**config.mk**
```make
export PLATFORM = sky130hd
export DESIGN_NAME = fetch_unit
export DESIGN_NICKNAME = d
export VERILOG_FILES = /design/src/rtl/fetch_unit.sv
export SDC_FILE = /design/constraint.sdc
export NUM_CORES = 1
export LEC_CHECK = 0
export ABC_AREA = 1
export CAP_MARGIN = 10
export CORE_MARGIN = 3
export CORE_UTILIZATION = 49
export CTS_CLUSTER_DIAMETER = 100
export CTS_CLUSTER_SIZE = 40
export DETAILED_ROUTE_END_ITERATION = 10
export PLACE_DENSITY = 0.9
export SYNTH_ARGS = -nofsm -noshare
export SYNTH_HDL_FRONTEND = slang
export SYNTH_SLANG_ARGS = --single-unit
```
**constraint.sdc**
```tcl
create_clock -name clock -period 3.2 [get_ports clock]
set_input_delay 0.32 -clock clock [delete_from_list [all_inputs] [get_ports clock]]
set_output_delay 0.32 -clock clock [all_outputs]
set_load 0.02 [all_outputs]
```
**src/rtl/fetch_unit.sv**
```systemverilog
// rtl/fetch_unit.sv - instruction fetch stage with PC, BIOS/IM boot sequencing and IF/ID register
// BIOS runs until its halt word, then fetch hands off to instruction memory at address 0.
module fetch_unit #(
   parameter int               PC_WIDTH    = 26,
   parameter int               BIOS_SIZE   = 22,
   parameter logic [5:0]       HALT_OPCODE = 6'b011000,
   parameter logic [31:0]      NOP_WORD    = 32'h0000_0000
) (
   input  logic                clock,
   input  logic                reset,
   input  logic                stall,
   input  logic                branch_taken,
   input  logic [PC_WIDTH-1:0] branch_target,
   input  logic                resume,
   input  logic [31:0]         bios_instr,
   input  logic [31:0]         im_instr,
   output logic [PC_WIDTH-1:0] pc,
   output logic [31:0]         if_instr,
   output logic [PC_WIDTH-1:0] if_pc,
   output logic                if_valid,
   output logic                boot_mode,
   output logic                halted
);

   typedef enum logic [1:0] {
      ST_BOOT,
      ST_RUN,
      ST_HALTED
   } state_e;

   state_e              state_q, state_d;
   logic [PC_WIDTH-1:0] pc_q, pc_d;
   logic [31:0]         if_instr_q, if_instr_d;
   logic [PC_WIDTH-1:0] if_pc_q, if_pc_d;
   logic                if_valid_q, if_valid_d;
   logic                boot_mode_q, boot_mode_d;

   logic [31:0]         fetched;
   logic                is_halt;
   logic                bios_overrun;
   logic [PC_WIDTH-1:0] pc_inc;

   assign fetched      = boot_mode_q ? bios_instr : im_instr;
   assign is_halt      = (fetched[31:26] == HALT_OPCODE);
   assign bios_overrun = (pc_q >= PC_WIDTH'(BIOS_SIZE));
   assign pc_inc       = pc_q + PC_WIDTH'(1);

   always_comb begin
      state_d     = state_q;
      pc_d        = pc_q;
      if_instr_d  = if_instr_q;
      if_pc_d     = if_pc_q;
      if_valid_d  = if_valid_q;
      boot_mode_d = boot_mode_q;

      case (state_q)
         ST_BOOT, ST_RUN: begin
            if (branch_taken) begin
               pc_d       = branch_target;
               if_valid_d = 1'b0;
            end else if (stall) begin
               // everything holds; no halt detection while stalled
            end else if (state_q == ST_BOOT && bios_overrun) begin
               // fetching past the BIOS image parks the core until reset
               state_d    = ST_HALTED;
               if_valid_d = 1'b0;
            end else if (is_halt && state_q == ST_BOOT) begin
               if_valid_d  = 1'b0;
               pc_d        = '0;
               boot_mode_d = 1'b0;
               state_d     = ST_RUN;
            end else begin
               if_instr_d = fetched;
               if_pc_d    = pc_q;
               if_valid_d = 1'b1;
               pc_d       = pc_inc;
               if (is_halt) begin
                  state_d = ST_HALTED;
               end
            end
         end
         ST_HALTED: begin
            if_valid_d = 1'b0;
            if (resume && !boot_mode_q) begin
               state_d = ST_RUN;
            end
         end
         default: begin
            state_d = ST_HALTED;
         end
      endcase
   end

   always_ff @(posedge clock) begin
      if (reset) begin
         state_q     <= ST_BOOT;
         pc_q        <= '0;
         if_instr_q  <= NOP_WORD;
         if_pc_q     <= '0;
         if_valid_q  <= 1'b0;
         boot_mode_q <= 1'b1;
      end else begin
         state_q     <= state_d;
         pc_q        <= pc_d;
         if_instr_q  <= if_instr_d;
         if_pc_q     <= if_pc_d;
         if_valid_q  <= if_valid_d;
         boot_mode_q <= boot_mode_d;
      end
   end

   assign pc        = pc_q;
   assign if_instr  = if_instr_q;
   assign if_pc     = if_pc_q;
   assign if_valid  = if_valid_q;
   assign boot_mode = boot_mode_q;
   assign halted    = (state_q == ST_HALTED);

endmodule

```
* Word level (Yosys, flattened, before mapping)
Index checks and enable logic that the tools add are counted.
W data, S select, Z words.
** Operators by class
- $lt $le $gt $ge :: 1
- Shift operators :: 0
- Mux-type cells :: 17
- Bitwise gates (word level) :: 4
- Divide/modulo/power cells :: 0
- Multipliers :: 0
- Equal/unequal tests :: 10
- Add/subtract/negate cells :: 1
- Reduce and logical (&&, ||, !) cells :: 12
** Operators with widths (number)
- $mux W26 :: 4
- $mux W32 :: 1
- $add A26 B1 Y26 const B :: 1
- $ge A26 B5 Y1 const B :: 1
- $mux W2 :: 6
- $reduce_and A5 Y1 :: 2
- $eq A6 B5 Y1 const B :: 1
- $ne A2 B2 Y1 const B :: 3
- $mux W1 :: 4
- $ne A2 B1 Y1 const B :: 2
- $ne A4 B4 Y1 const B :: 1
- $not A1 Y1 :: 4
- $pmux W2 S2 :: 1
- $reduce_and A4 Y1 :: 1
- $logic_and A1 B1 Y1 :: 3
- $ne A3 B3 Y1 const B :: 1
- $reduce_and A3 Y1 :: 1
- $eq A2 B1 Y1 const B :: 1
- $eq A2 B2 Y1 const B :: 1
- $logic_not A2 Y1 :: 1
- $pmux W1 S2 :: 1
- $reduce_and A2 Y1 :: 1
- $reduce_bool A2 Y1 :: 1
- $reduce_or A2 Y1 :: 1
- $logic_not A1 Y1 :: 1
** Storage, ports and cells
- Bits in writable memories :: 0
- Flip-flop bits (word level) :: 88
- Bits in read-only memories :: 0
- Bits in latches :: 0
- Memories kept :: 0

* Logic depth before layout (Yosys ltp)
- Depth in word-level cells :: 8
- Depth in mapped cells :: 14
- Gate-level depth less buffers :: 13

* Worst setup path before layout
Ideal clock, no wire load.
- Path type :: register to register
- From :: reg pc_q[0], in the netlist pc[0]
- To :: reg if_instr_q[10], in the netlist if_instr[10]
- Library setup time :: 132 ps
- Stages on the path, launching flop included :: 13
- Path slack :: 1270 ps
- Path buffers :: 2
- Data required time :: 3068 ps
- Arrival time :: 1797 ps
- Cell sequence :: dfxtp_1 > inv_1 > ha_1 > inv_1 > nand2_1 > nand2_1 > nand3_1 > o21ai_4 > nand3_2 > buf_6 > buf_6 > nand2_1 > a21oi_1
** Between the ends
- Longest elaborated chain between the ends :: 4
** RTL lines
- start: declaration :: line 32 : logic [PC_WIDTH-1:0] pc_q, pc_d;
- start signal: assignment :: line 104 : pc_q <= pc_d;
- $ge A26 B5 Y1 :: line 45 : assign bios_overrun = (pc_q >= PC_WIDTH'(BIOS_SIZE));
- $logic_and A1 B1 Y1 :: line 63 : end else if (state_q == ST_BOOT && bios_overrun) begin
- $not A1 Y1 (no source line)
- $reduce_and A5 Y1 (no source line)
- end signal: assignment :: line 105 : if_instr_q <= if_instr_d;
- end: declaration :: line 33 : logic [31:0] if_instr_q, if_instr_d;
Every way passes these cells.
A chain may end at the register's enable or synchronous reset.

* Worst setup path after layout
- From :: reg pc_q[0], in the netlist pc[0]
- To :: reg pc_q[23], in the netlist pc[23]
** Between the ends
- Longest elaborated chain between the ends :: 5
- Elaborated cells on any way between the ends :: 9
** RTL lines
- $add A26 B1 Y26 :: line 46 : assign pc_inc = pc_q + PC_WIDTH'(1);
- $mux W26 :: line 67 : end else if (is_halt && state_q == ST_BOOT) begin
- $mux W26 :: line 63
- $mux W26 :: line 61 : end else if (stall) begin
- $mux W26 :: line 58 : if (branch_taken) begin
Several ways; a longest one is shown, not always the timed one. The select of a mux whose other input is x is not followed.

==> flow_metrics.env <==
export IMPL_cts_tree="built"
export IMPL_worstMarginPinSlew_ns=0.751
export IMPL_fin_crit_sh_pct=81.4
export IMPL_fp_row_count=36
export IMPL_outcome="finished, final reports clean"
export IMPL_cts_buffer_depth=2
export IMPL_synth_compound_area_share_pct=9.81
export IMPL_yosysTopAreaCell="dfxtp_1"
export IMPL_maxSlewHeadroom_pct=49.8
export IMPL_drv_slew=0
export IMPL_grt_ovfl_total=0
export IMPL_gp_congestion=0.912
export IMPL_worstPathArrival_ns=2.87
export IMPL_grt_max_degree=69
export IMPL_skew_ns=0.0150
export IMPL_synth_mux_area_share_pct=0
export IMPL_max_stage_delay_ns=0.52
export IMPL_cts_hold_buf=0
export IMPL_yosysWarnings=0
export IMPL_ys_seq_area_share_pct=35.0
export IMPL_synth_area_um2=5040
export IMPL_synth_common_cells="nand2_1 (288), nor2_1 (115), dfxtp_1 (88)"
export IMPL_io_pins=182
export IMPL_power_total_uw=2960
export IMPL_p_per_area_nw_per_um2=423
export IMPL_yosysMostFrequentCell="nand2_1"
export IMPL_vias_per_cell=5.34
export IMPL_die_x_um=107
export IMPL_clock_latency_ns=0.36
export IMPL_fin_tns_setup_ns=0
export IMPL_cp_common_cell="nand2_1"
export IMPL_fin_nets=1053
export IMPL_r2r_start="pc[0]"
export IMPL_crit_start="pc[0]"
export IMPL_worstSetupEndpoint="pc[23]"
export IMPL_crit_fanout=60
export IMPL_synth_top_area_share_pct=35.0
export IMPL_rrSetupSlack_ns=0.60
export IMPL_start_kind="register"
export IMPL_syn_inst=808
export IMPL_hold_path_class="reg -> reg"
export IMPL_n_antenna_cell=0
export IMPL_cp_required_ns=3.46
export IMPL_final_hold_viol_count=0
export IMPL_max_cap_violations=0
export IMPL_synthAdderAreaFrac_pct=0.497
export IMPL_synth_xor_area_share_pct=2.09
export IMPL_drc=0
export IMPL_leakagePower_uw=0.00284
export IMPL_synth_top_family_by_area="simple AND/OR/NAND/NOR gates"
export IMPL_peakVddDrop_mv=0.263
export IMPL_rr_endpoint="pc[23]"
export IMPL_cts_sinks=88
export IMPL_drive_above_1_share_pct=4.27
export IMPL_syn2layout_area_growth_pct=39.1
export IMPL_drtIter0Drc=400
export IMPL_antenna_found_initial=0
export IMPL_ys_ff_latch=88
export IMPL_start_util_pct=51.1
export IMPL_grt_total_usage_pct=26.7
export IMPL_clk_pin_slew_worst_paths_ns=0.09
export IMPL_rr_worst_depth=13
export IMPL_detail_route_first_pass_iterations=5
export IMPL_h_tree_depth=3
export IMPL_die_h_um=107
export IMPL_min_period_ns=2.60
export IMPL_post_cts_resized=0
export IMPL_fin_util_pct=71.0
export IMPL_synth_area_top_cells="dfxtp_1 (35%), nand2_1 (21%), nor2_1 (8.6%)"
export IMPL_root_buffer="clkbuf_8"
export IMPL_coreArea_um2=9860
export IMPL_end_kind="register"
export IMPL_yosysUniqueCellTypes=29
export IMPL_hpwl_mm=10.9
export IMPL_crit_slowest_cell="buf_4"
export IMPL_grt_pass1_vias=5360
export IMPL_numCtsBuffers=9
export IMPL_crit_chain="inv_1 > ha_1 > inv_1 > nand2_1 > nand2_1 > nand3_1 > o21ai_4 > buf_4 > nand2_1 > nand2_1 > nand2_1 > nor2_1 > nor2_1"
export IMPL_numPortBuffers=181
export IMPL_wl_per_cell_um=14.3
export IMPL_vias=5845
export IMPL_die_area_um2=11500
export IMPL_async_reset_ff_share_pct=0
export IMPL_totalWireLength_mm=15.6
export IMPL_synthFlopType="dfxtp_1"
export IMPL_cts_setup_buffers=0
export IMPL_setup_viol=0
export IMPL_synth_edf_count=0
export IMPL_drtAntennaViolNets=0
export IMPL_syn_nets=905
export IMPL_grt_pass1_wl_mm=25.2
export IMPL_yosys_area_share_simple_pct=43.6
export IMPL_fmax_ghz=0.384
export IMPL_holdWs_ns=0.464
export IMPL_rsz0062_at_grt="no"
export IMPL_crit_type="reg -> reg"
export IMPL_avgSynthCellArea_um2=6.23
export IMPL_worstHoldStart="if_pc[20]"
## critical path: cells and delay by family, from the launching register on
kind	cells	cell delay, ns
buffers and inverters	3	0.68
and+or+nand+nor	8	1.02
AOI/OAI and AO/OA	1	0.19
adders and majority gates	1	0.20
DFF	1	0.41
## layer usage
layer	wire length, um	share of wire, %	GRT usage [%]
met1	6130	39	33.0
met2	7430	48	45.3
met3	1710	11	7.32
met4	335	2.1	8.30
met5	0	0	0
## cells by family (layout without fill, tap and decap cells)
logic type,after synthesis,in the layout
and+or+nand+nor,517,517
xor gates and xnor gates,12,12
buffers and inverters,100,253
adders and majority gates,2,2
DFF,88,88
AOI/OAI and AO/OA,89,89
## how the worst min path moves through the flow
stage / cells after the start / end
after global routing: 2 / if_pc[15]
after global placement: 2 / if_pc[9]
after detailed placement: 2 / if_pc[20]
after CTS: 2 / if_pc[20]
final: 2 / if_pc[20]
after floorplan: 4 / state_q[0]
## power breakdown
part           switching [uW]  leakage (uW)  internal (uW)
sequential                122      0.000717           1170
combinational             494       0.00203            385
clock                     424     0.0000933            366
total                    1040       0.00284           1920
## metrics by stage
| stage | worst slack, ns | cells | area [um^2] |
|---|---|---|---|
| floorplan | 1.27 | 808 | 5040 |
| global placement | 0.601 | 1078 | 6810 |
| detailed placement | 0.559 | 1078 | 6810 |
| CTS | 0.589 | 1094 | 7000 |
| global route | 0.317 | 1094 | 7000 |
| finish | 0.595 | 1094 | 7000 |
## state kept, by name (all words and copies together), names as in the netlist
| signal | count |
|---|---|
| if_pc | 26 |
| if_instr | 32 |
| state_q | 2 |
| boot_mode | 1 |
| if_valid | 1 |
| pc | 26 |
## area by class of cell
type                            instances  area [um^2]
Multi-Input combinational cell        620         2820
Tap cell                              133          166
Sequential cell                        88         1760
Clock inverter                          6         67.6
Clock buffer                           10          128
Timing Repair Buffer                  190         1890
Fill cell                             825         2860
Inverter                               47          176
## cell usage in the layout, fill, tap and decap left out, types with 5 or more instances in the layout
cell type,Yosys,final
clkbuf_8,0,9
inv_1,41,41
nand2_1,288,288
dfxtp_1,88,88
xor2_1,6,6
nor3_1,5,5
inv_2,5,5
nor2_1,115,115
a21oi_1,61,61
buf_4,8,8
o21ai_1,10,10
clkdlybuf4s50_1,0,180
nand3_1,34,34
nand4_1,63,63
xnor2_1,6,6
o21bai_1,13,13
No activity file was read; power rests on OpenSTA's default activity.
